File: config.mk
export PLATFORM = sky130hd
export DESIGN_NAME = can_tx_scheduler
export DESIGN_NICKNAME = d
export VERILOG_FILES = /design/src/rtl/can_tx_scheduler.sv
export SDC_FILE = /design/constraint.sdc
export NUM_CORES = 1
export LEC_CHECK = 0
export CORE_MARGIN = 2
export CORE_UTILIZATION = 40
export DETAILED_ROUTE_END_ITERATION = 6
export SYNTH_ARGS = -nofsm -noshare
export SYNTH_HDL_FRONTEND = slang
export SYNTH_SLANG_ARGS = --single-unit
File: constraint.sdc
create_clock -name clk -period 10.55 [get_ports clk]
set_input_delay 1.055 -clock clk [delete_from_list [all_inputs] [get_ports clk]]
set_output_delay 1.055 -clock clk [all_outputs]
set_load 0.02 [all_outputs]
File: src/rtl/can_tx_scheduler.sv
// CAN transmit mailbox scheduler: holds NUM_MB frames, arbitrates by CAN bus priority,
// and hands the winner to the transmit control unit, then retires, retries or drops it.
module can_tx_scheduler #(
  parameter int NUM_MB    = 3,
  parameter int MAX_RETRY = 0
) (
  input  logic              clk,
  input  logic              nRST,
  input  logic [NUM_MB-1:0] mb_wr,
  input  logic [28:0]       mb_ID,
  input  logic [3:0]        mb_pkt_size,
  input  logic              mb_RTR,
  input  logic              mb_EXT,
  input  logic [63:0]       mb_data,
  input  logic [NUM_MB-1:0] mb_abort,
  input  logic              tx_busy,
  input  logic              tx_done,
  input  logic              tx_arb_loss,
  output logic              tx_pkt_ready,
  output logic [28:0]       tx_ID,
  output logic [3:0]        tx_pkt_size,
  output logic              tx_RTR,
  output logic              tx_EXT,
  output logic [63:0]       tx_data,
  output logic [NUM_MB-1:0] mb_pending,
  output logic [NUM_MB-1:0] mb_done,
  output logic [NUM_MB-1:0] mb_fail,
  output logic [2:0]        active_mb,
  output logic              busy
);

  localparam int RW = (MAX_RETRY < 2) ? 1 : $clog2(MAX_RETRY + 1);
  localparam logic [RW-1:0] RETRY_LIM = RW'(MAX_RETRY);

  typedef enum logic [1:0] {S_IDLE, S_SELECT, S_REQUEST, S_TX} state_t;

  state_t state, state_next;

  logic [28:0]   id_q    [NUM_MB];
  logic [3:0]    dlc_q   [NUM_MB];
  logic          rtr_q   [NUM_MB];
  logic          ext_q   [NUM_MB];
  logic [63:0]   data_q  [NUM_MB];
  logic [RW-1:0] retry_q [NUM_MB];
  logic [31:0]   prio_key[NUM_MB];

  logic          abort_lat;
  logic          win_found;
  logic [2:0]    win_idx;
  logic [31:0]   win_key;
  logic [2:0]    flight_idx;
  logic          abort_hit;
  logic          abort_eff;
  logic [RW-1:0] cur_retry;
  logic [RW-1:0] new_retry;
  logic          ev_done;
  logic          ev_err;
  logic          ev_drop;
  logic [3:0]    load_dlc;

  assign load_dlc     = (mb_pkt_size > 4'd8) ? 4'd8 : mb_pkt_size;
  assign busy         = (state != S_IDLE);
  assign tx_pkt_ready = (state == S_REQUEST);

  // Bus-order key: the numerically lowest key wins arbitration on the wire.
  always_comb begin
    for (int i = 0; i < NUM_MB; i++) begin
      prio_key[i] = ext_q[i] ? {id_q[i][28:18], 1'b1, 1'b1, id_q[i][17:0], rtr_q[i]}
                             : {id_q[i][10:0], rtr_q[i], 1'b0, 18'd0, 1'b0};
    end
  end

  // Strict less-than keeps the lower index on equal keys.
  always_comb begin
    win_found = 1'b0;
    win_idx   = '0;
    win_key   = '1;
    for (int i = 0; i < NUM_MB; i++) begin
      if (mb_pending[i] && (!win_found || prio_key[i] < win_key)) begin
        win_found = 1'b1;
        win_idx   = 3'(i);
        win_key   = prio_key[i];
      end
    end
  end

  // During SELECT the winner is already treated as in flight so an abort to it is latched.
  always_comb begin
    flight_idx = (state == S_SELECT) ? win_idx : active_mb;
    abort_hit  = 1'b0;
    cur_retry  = '0;
    for (int i = 0; i < NUM_MB; i++) begin
      if (flight_idx == 3'(i)) abort_hit = mb_abort[i];
      if (active_mb == 3'(i))  cur_retry = retry_q[i];
    end
    new_retry = cur_retry + RW'(1);
    abort_eff = abort_lat | abort_hit;
    ev_done   = (state == S_TX) && tx_done;
    ev_err    = (state == S_TX) && !tx_done && (tx_arb_loss || !tx_busy);
    ev_drop   = ev_err && (abort_eff || ((MAX_RETRY != 0) && (new_retry == RETRY_LIM)));
  end

  always_comb begin
    state_next = state;
    case (state)
      S_IDLE:    if ((|mb_pending) && !tx_busy) state_next = S_SELECT;
      S_SELECT:  state_next = win_found ? S_REQUEST : S_IDLE;
      S_REQUEST: if (tx_busy) state_next = S_TX;
      S_TX:      if (ev_done || ev_err) state_next = S_IDLE;
      default:   state_next = S_IDLE;
    endcase
  end

  always_ff @(posedge clk or negedge nRST) begin
    if (!nRST) state <= S_IDLE;
    else       state <= state_next;
  end

  always_ff @(posedge clk or negedge nRST) begin
    if (!nRST) begin
      for (int i = 0; i < NUM_MB; i++) begin
        id_q[i]    <= '0;
        dlc_q[i]   <= '0;
        rtr_q[i]   <= 1'b0;
        ext_q[i]   <= 1'b0;
        data_q[i]  <= '0;
        retry_q[i] <= '0;
      end
      mb_pending  <= '0;
      mb_done     <= '0;
      mb_fail     <= '0;
      tx_ID       <= '0;
      tx_pkt_size <= '0;
      tx_RTR      <= 1'b0;
      tx_EXT      <= 1'b0;
      tx_data     <= '0;
      active_mb   <= '0;
      abort_lat   <= 1'b0;
    end else begin
      mb_done <= '0;
      mb_fail <= '0;
      for (int i = 0; i < NUM_MB; i++) begin
        if (mb_wr[i] && !mb_pending[i]) begin
          id_q[i]       <= mb_ID;
          dlc_q[i]      <= load_dlc;
          rtr_q[i]      <= mb_RTR;
          ext_q[i]      <= mb_EXT;
          data_q[i]     <= mb_data;
          retry_q[i]    <= '0;
          mb_pending[i] <= 1'b1;
        end else if (busy && flight_idx == 3'(i)) begin
          if (ev_done) begin
            mb_pending[i] <= 1'b0;
            mb_done[i]    <= 1'b1;
            retry_q[i]    <= '0;
          end else if (ev_drop) begin
            mb_pending[i] <= 1'b0;
            mb_fail[i]    <= 1'b1;
            retry_q[i]    <= '0;
          end else if (ev_err) begin
            retry_q[i]    <= new_retry;
          end
        end else if (mb_abort[i] && mb_pending[i]) begin
          mb_pending[i] <= 1'b0;
          mb_fail[i]    <= 1'b1;
          retry_q[i]    <= '0;
        end
      end

      if (state == S_SELECT && win_found) begin
        active_mb <= win_idx;
        for (int i = 0; i < NUM_MB; i++) begin
          if (win_idx == 3'(i)) begin
            tx_ID       <= id_q[i];
            tx_pkt_size <= dlc_q[i];
            tx_RTR      <= rtr_q[i];
            tx_EXT      <= ext_q[i];
            tx_data     <= data_q[i];
          end
        end
      end

      if (state_next == S_IDLE)  abort_lat <= 1'b0;
      else if (busy && abort_hit) abort_lat <= 1'b1;
    end
  end

endmodule

==> results by group, run 1 <==
Run status
  • Outcome: finished clean

Global routing
  • Antenna violations before repair: 3
  • GR Util All Layers: 21.69%
  • Vias in the first global route: 16160
  • Overflow left after global routing: 0
  • First-pass GRT wire length: 90560 um
  • Largest net degree at the start of global routing: 199

Place
  • Number of I/O port buffers: 221
  • Post-DP HPWL: 35250 um
  • Dpl ws: 3369 ps
  • GPL Wtd Cong: 0.8639

Pwr
  • PD cells: 372.3 nW/um^2
  • Worst vdd ir: 475.3 uV
  • Leak: 0.01233 uW

Setup path
  • Cell family with most CP delay: compound AO/OA/AOI/OAI gates
  • CP Data Required Time: 11040 ps
  • WS Path Type: reg2reg
  • Crit start category: register
  • CP Buf/Inv Count: 2
  • Top cell by count, worst path: o21ai_0
  • Critical Path Max Stage Delay: 780 ps
  • Critical path peak fanout: 198
  • Crit path cell chain: buf_4, a21boi_0, ha_1, a21oi_1, o21ai_0, a221oi_1, o22ai_1, a211oi_4, buf_12, mux2i_1, ha_1, nand4_1, nor4_2, o211ai_1, or3_1, a2111o_1, a31o_2, nand2_8, o21ai_0, o21ai_0
  • Critical-path top delay cell: nand2_8
  • CP arrival: 7790 ps
  • Worst setup EP type: register

Floorplan
  • Ports: 223
  • Area of the die: 52020 sq um
  • Die Width: 228.1 um
  • Die Y-Extent: 228.1 um
  • Rows: 82
  • Core area: 49860 sq um
  • Initial Util: 40.28%

Clock tree
  • TritonCTS clock tree: yes
  • Setup Fix Bufs, Post-CTS: 0
  • CTS-repair resized insts: 0
  • CTS Hold Bufs: 0
  • Num CTS Buffers: 46
  • Root Buffer: clkbuf_16
  • CTS H-tree depth: 2
  • Clock Latency Late Sink: 590 ps
  • CTS max path bufs: 3
  • Clock slew seen by the registers of the worst setup and hold paths: 60 ps
  • Clock sinks: 410

Synthesis
  • Yosys cell types: 59
  • Top_reg_cell synth: dfrtp_1
  • Cells after Synth: 2361
  • Top cells by area, synth: dfrtp_1 (51%), nand2_1 (21%), mux2i_1 (6.1%)
  • Async SR Flop Fraction: 100.0%
  • FF+latch count, synth: 410
  • Cell accounting for the most synthesized area: dfrtp_1
  • Mean Syn Cell Area: 8.507 sq um
  • Synthesis Warnings: 0
  • Synth top area share: 51.08%
  • Cell with the most instances after synthesis: nand2_1
  • Commonest cells post-synth: nand2_1 (1127), dfrtp_1 (410), o21ai_0 (221)
  • Sequential fraction of the synthesis area: 51.08%
  • Syn_nets: 2533
  • EDFF count, synth: 0
  • Post-Syn Area: 20080 sq um

STA
  • Peak Freq: 137.0 MHz
  • Worst clock skew: 20.71 ps
  • Final Hold Vio Count: 0
  • Fin crit share: 69.16%
  • Measured slew at the worst slew-check pin: 1199 ps
  • Number of setup violations in the final report: 0
  • Slew Viols, Final: 0
  • Rel. slew slack: 20.09%
  • Worst hold slack: 465.8 ps
  • Total negative slack: 0 ps
  • RSZ-0062 raised after global routing: false
  • Fin crit period: 7297 ps
  • Setup ws final: 3253 ps

Detailed routing
  • Top Metal Used: met5
  • Drt pass-1 iters: 5
  • Met2 wire len: 26730 um
  • M1 WL: 25430 um
  • WL final: 56620 um
  • Initial drt markers: 1164
  • Residual DRC count: 0
  • Vias: 16450
  • Drt wl/cell: 17.62 um
  • Final ANT Viol Nets: 0
  • Metal3 WL: 2844 um
  • Vias per cell: 5.119

Run
  • Number of max-cap violations: 0

Min path
  • Hold Path Class: reg2reg

Finish
  • Layout cells sized above 1: 5.829%
  • Area Growth Syn to Fin: 21.22%
  • Nets@finish: 2679
power breakdown:
group | switching [uW] | total [uW] | internal [uW]
combinational | 2780 | 4610 | 1830
sequential | 528 | 2850 | 2320
clock | 661 | 1600 | 941
total | 3970 | 9060 | 5090
sequential cells by signal (all words and copies together), names as in the netlist:
register,cells
rtr_q,3
mb_done,3
abort_lat,1
tx_pkt_size,4
tx_EXT,1
state,2
dlc_q,12
id_q,87
tx_RTR,1
mb_fail,3
active_mb,2
mb_pending,3
ext_q,3
data_q,192
tx_data,64
tx_ID,29
worst register-to-register path, cell delays in order (launching register included):
cell	delay, ps
dfrtp_1	460
buf_4	430
a21boi_0	350
ha_1	310
a21oi_1	150
o21ai_0	100
a221oi_1	450
o22ai_1	240
a211oi_4	310
buf_12	480
mux2i_1	240
ha_1	350
nand4_1	160
nor4_2	390
o211ai_1	240
or3_1	390
a2111o_1	430
a31o_2	280
nand2_8	780
o21ai_0	460
o21ai_0	220
metal layers:
metal | vias to the layer above | global-route usage, %
met1 | 7951 | 29.26
met3 | 99 | 3.438
li1 | 7970 | -
met2 | 429 | 35.58
met5 | - | 0
met4 | 2 | 7.537
logic make-up (layout without fill, tap and decap cells):
kind of cell | count (synthesis) | in the layout | share of synthesized area, %
simple gates | 1218 | 1218 | 23.70
flops | 410 | 410 | 51.08
compound gates | 319 | 319 | 9.264
buf+inv | 187 | 365 | 3.638
mux | 164 | 164 | 8.429
fa+ha+maj | 62 | 62 | 3.862
other cells | 1 | 4 | 0.01867
through the flow:
| step | instances | instance area (sq um) | total power (uW) | util [%] |
|---|---|---|---|---|
| final | 3214 | 24350 | 9064 | 48.83 |
| after global routing | 3212 | 24340 | 9828 | 48.82 |
| after CTS | 3211 | 24340 | 9141 | 48.81 |
| after detailed placement | 3131 | 22820 | 7496 | 45.77 |
| after global placement | 3131 | 22820 | 7382 | 45.77 |
| after floorplan | 2361 | 20080 | 5949 | - |
final timing paths:
check	slack [ps]	endpoint	start	depth (start not counted)
worst max-delay path	3250	tx_ID[14]$_DFFE_PN0P_	mb_pending[0]$_DFFE_PN0P_	20
worst max register to register	3250	tx_ID[14]$_DFFE_PN0P_	mb_pending[0]$_DFFE_PN0P_	20
worst min register to register	470	data_q[27]$_DFFE_PN0P_	data_q[27]$_DFFE_PN0P_	2
worst min-delay path	470	data_q[27]$_DFFE_PN0P_	data_q[27]$_DFFE_PN0P_	2
min in group asynchronous	550	id_q[23]$_DFFE_PN0P_	nRST	1
max in group asynchronous	8440	data_q[86]$_DFFE_PN0P_	nRST	2
cells in the final DEF, fill, tap and decap left out, types with 12 or more instances in the layout:
master / count
nand2_1: 1125
o21ai_0: 220
clkbuf_16: 46
and2_1: 19
inv_1: 44
buf_4: 19
clkdlybuf4s50_1: 220
ha_1: 62
clkbuf_8: 12
a21boi_0: 21
a21oi_1: 23
mux2i_1: 123
nand4_1: 13
mux2_2: 41
nor2_1: 12
dfrtp_1: 410
cell type report:
cell class                 instances  area (sq um)
tap                              672         840.8
clock buffer                      68          1354
timing repair buffer             241          2380
multi-input combinational       1764          9176
clock inverter                    12         162.7
fill                            4733         25520
inverter                          44         165.2
sequential                       410         10260
antenna                            3         7.507
Note: power is estimated with default switching activity, not from simulation.
==> run 2: changes to the inputs <==
- clock period: 10.55 -> 6.9 ns (I/O delays scaled with it)
==> results by group, run 2 (synthesis results as in run 1) <==
STA
  • Rel. slew slack: 18.75%
  • Worst clock skew: 22.50 ps
  • RSZ-0062 raised after global routing: false
  • Measured slew at the worst slew-check pin: 1219 ps
  • Fin crit share: 91.72%
  • Peak Freq: 158.0 MHz
  • Number of setup violations in the final report: 0
  • Worst hold slack: 133.2 ps
  • Final Hold Vio Count: 0
  • Total negative slack: 0 ps
  • Fin crit period: 6329 ps
  • Slew Viols, Final: 0

Pwr
  • Switching Share: 43.35%
  • Cell Int Power: 8008 uW
  • Leak: 0.01245 uW
  • Worst vdd ir: 325.0 uV
  • PD cells: 575.5 nW/um^2
  • Logic pwr share: 51.2%
  • Final Power: 14140 uW
  • Switch Pwr: 6128 uW
  • Seq pwr share: 31.1%
  • Clock share of power: 17.7%

Finish
  • Layout cells sized above 1: 6.583%
  • Antenna Cells: 0
  • Nets@finish: 2693
  • Fillcell total: 4840
  • Area Growth Syn to Fin: 22.30%
  • Layout Cells excl Fill: 3224
  • Most frequent cells in the layout: nand2_1 (1125), dfrtp_1 (408), o21ai_0 (220), clkdlybuf4s50_1 (220), mux2i_1 (123)
  • Largest registers: data_q x192, id_q x87, tx_data x64
  • Commonest non-fill, non-tap cell in the layout: nand2_1
  • Register bank with the most flops: data_q
  • Largest register FFs: 192

Floorplan
  • Ports: 223
  • Area of the die: 52020 sq um
  • Die Width: 228.1 um
  • Die Y-Extent: 228.1 um
  • Initial Util: 40.28%
  • Core area: 49860 sq um
  • Rows: 82

Setup path
  • Cell family with most CP delay: compound AO/OA/AOI/OAI gates
  • WS Path Type: reg2reg
  • Critical Path Max Stage Delay: 610 ps
  • CP arrival: 6830 ps
  • Critical-path top delay cell: dfrtp_1
  • Critical path peak fanout: 43
  • Worst setup EP type: register
  • Crit start category: register
  • CP Data Required Time: 7400 ps
  • Crit path cell chain: buf_4, nand2b_1, nor2_1, ha_1, a21oi_1, a21boi_0, o221ai_1, nand2_1, a211oi_4, buf_12, mux2i_1, ha_1, nand4_1, nor4_2, o211ai_1, or3_1, a2111o_1, a31oi_4, mux2i_1, o311ai_4, a211oi_1, a2bb2oi_1
  • CP Buf/Inv Count: 2

Global routing
  • GR Util All Layers: 22.26%
  • Antenna violations before repair: 2
  • Vias in the first global route: 16460
  • Overflow left after global routing: 0
  • First-pass GRT wire length: 92870 um
  • Largest net degree at the start of global routing: 171

Run status
  • Outcome: finished clean

Detailed routing
  • Final ANT Viol Nets: 0
  • Residual DRC count: 0
  • Initial drt markers: 1082
  • Vias: 16230
  • WL final: 57270 um
  • Vias per cell: 5.034
  • Drt pass-1 iters: 5
  • Drt wl/cell: 17.76 um

Clock tree
  • CTS Hold Bufs: 0
  • TritonCTS clock tree: yes
  • Num CTS Buffers: 46
  • CTS max path bufs: 3
  • Clock Latency Late Sink: 590 ps
  • Clock sinks: 410
  • CTS H-tree depth: 2
  • Clock slew seen by the registers of the worst setup and hold paths: 60 ps
  • Root Buffer: clkbuf_16

Min path
  • Hold Path Class: in2async

Place
  • Number of I/O port buffers: 221
  • Post-DP HPWL: 37040 um
  • GPL Wtd Cong: 0.8998
  • Placed cells: 3145

Run
  • Number of max-cap violations: 0
run 2: changes by cell type in the layout (fill, tap and decap cells not counted), moves of 2 or more:
| cell | before | now |
|---|---|---|
| buf_4 | 19 | 27 |
| buf_12 | 1 | 7 |
| clkbuf_1 | 10 | 6 |
| diode_2 | 3 | 0 |
| clkinv_8 | 0 | 2 |
| dfrtp_1 | 410 | 408 |
| dfrtp_2 | 0 | 2 |
| inv_6 | 2 | 0 |
run 2: cell type report:
type	instances	area (sq um)	share of cell area (%)
Inverter	44	165.2	0.6724
Clock inverter	13	175.2	0.7131
Multi-Input combinational cell	1764	9183	37.38
Sequential cell	410	10260	41.78
Clock buffer	66	1378	5.608
Tap cell	672	840.8	3.423
Timing Repair Buffer	255	2560	10.42
run 2: through the flow:
step           util, %  setup slack [ps]  area (sq um)
2_1_floorplan        -             551.0         20080
3_3_place_gp     46.13             583.9         23000
3_5_place_dp     46.13             368.0         23000
4_1_cts          49.24             363.6         24550
5_1_grt          49.26             77.61         24560
6_report         49.26             571.2         24560
run 2: power groups by stage:
stage	clock, uW	combinational [uW]	sequential [uW]
floorplan	0	4670	4430
global placement	0	7170	4410
detailed placement	0	7270	4440
CTS	2570	7300	4400
global route	2650	8160	4550
finish	2500	7230	4400
run 2: worst paths after layout:
check | start | end | slack (ps) | cells after the start
setup / recovery | ext_q[2]$_DFFE_PN0P_ | mb_pending[2]$_DFFE_PN0P_ | 570 | 22
hold / removal | nRST | tx_ID[23]$_DFFE_PN0P_ | 130 | 1
setup reg to reg | ext_q[2]$_DFFE_PN0P_ | mb_pending[2]$_DFFE_PN0P_ | 570 | 22
hold reg to reg | data_q[21]$_DFFE_PN0P_ | data_q[21]$_DFFE_PN0P_ | 470 | 2
max in group asynchronous | nRST | mb_pending[0]$_DFFE_PN0P_ | 5290 | 2
min in group clk | data_q[21]$_DFFE_PN0P_ | data_q[21]$_DFFE_PN0P_ | 470 | 2
run 2: timing repair:
| item | 4_1_cts | 5_1_grt |
|---|---|---|
| endpoints found under the setup margin | 0 | 21 |
| hold endpoints to repair | 0 | 0 |
| gates resized for setup | 0 | 3 |
| setup buffers | 0 | 0 |
run 2: metal layers:
metal	part of all wire, %	wire, um	GRT usage [%]
met1	46	26420	30.22
met4	1.9	1098	5.923
met3	4.6	2632	4.050
met2	47	27100	36.75
met5	0.038	22	0
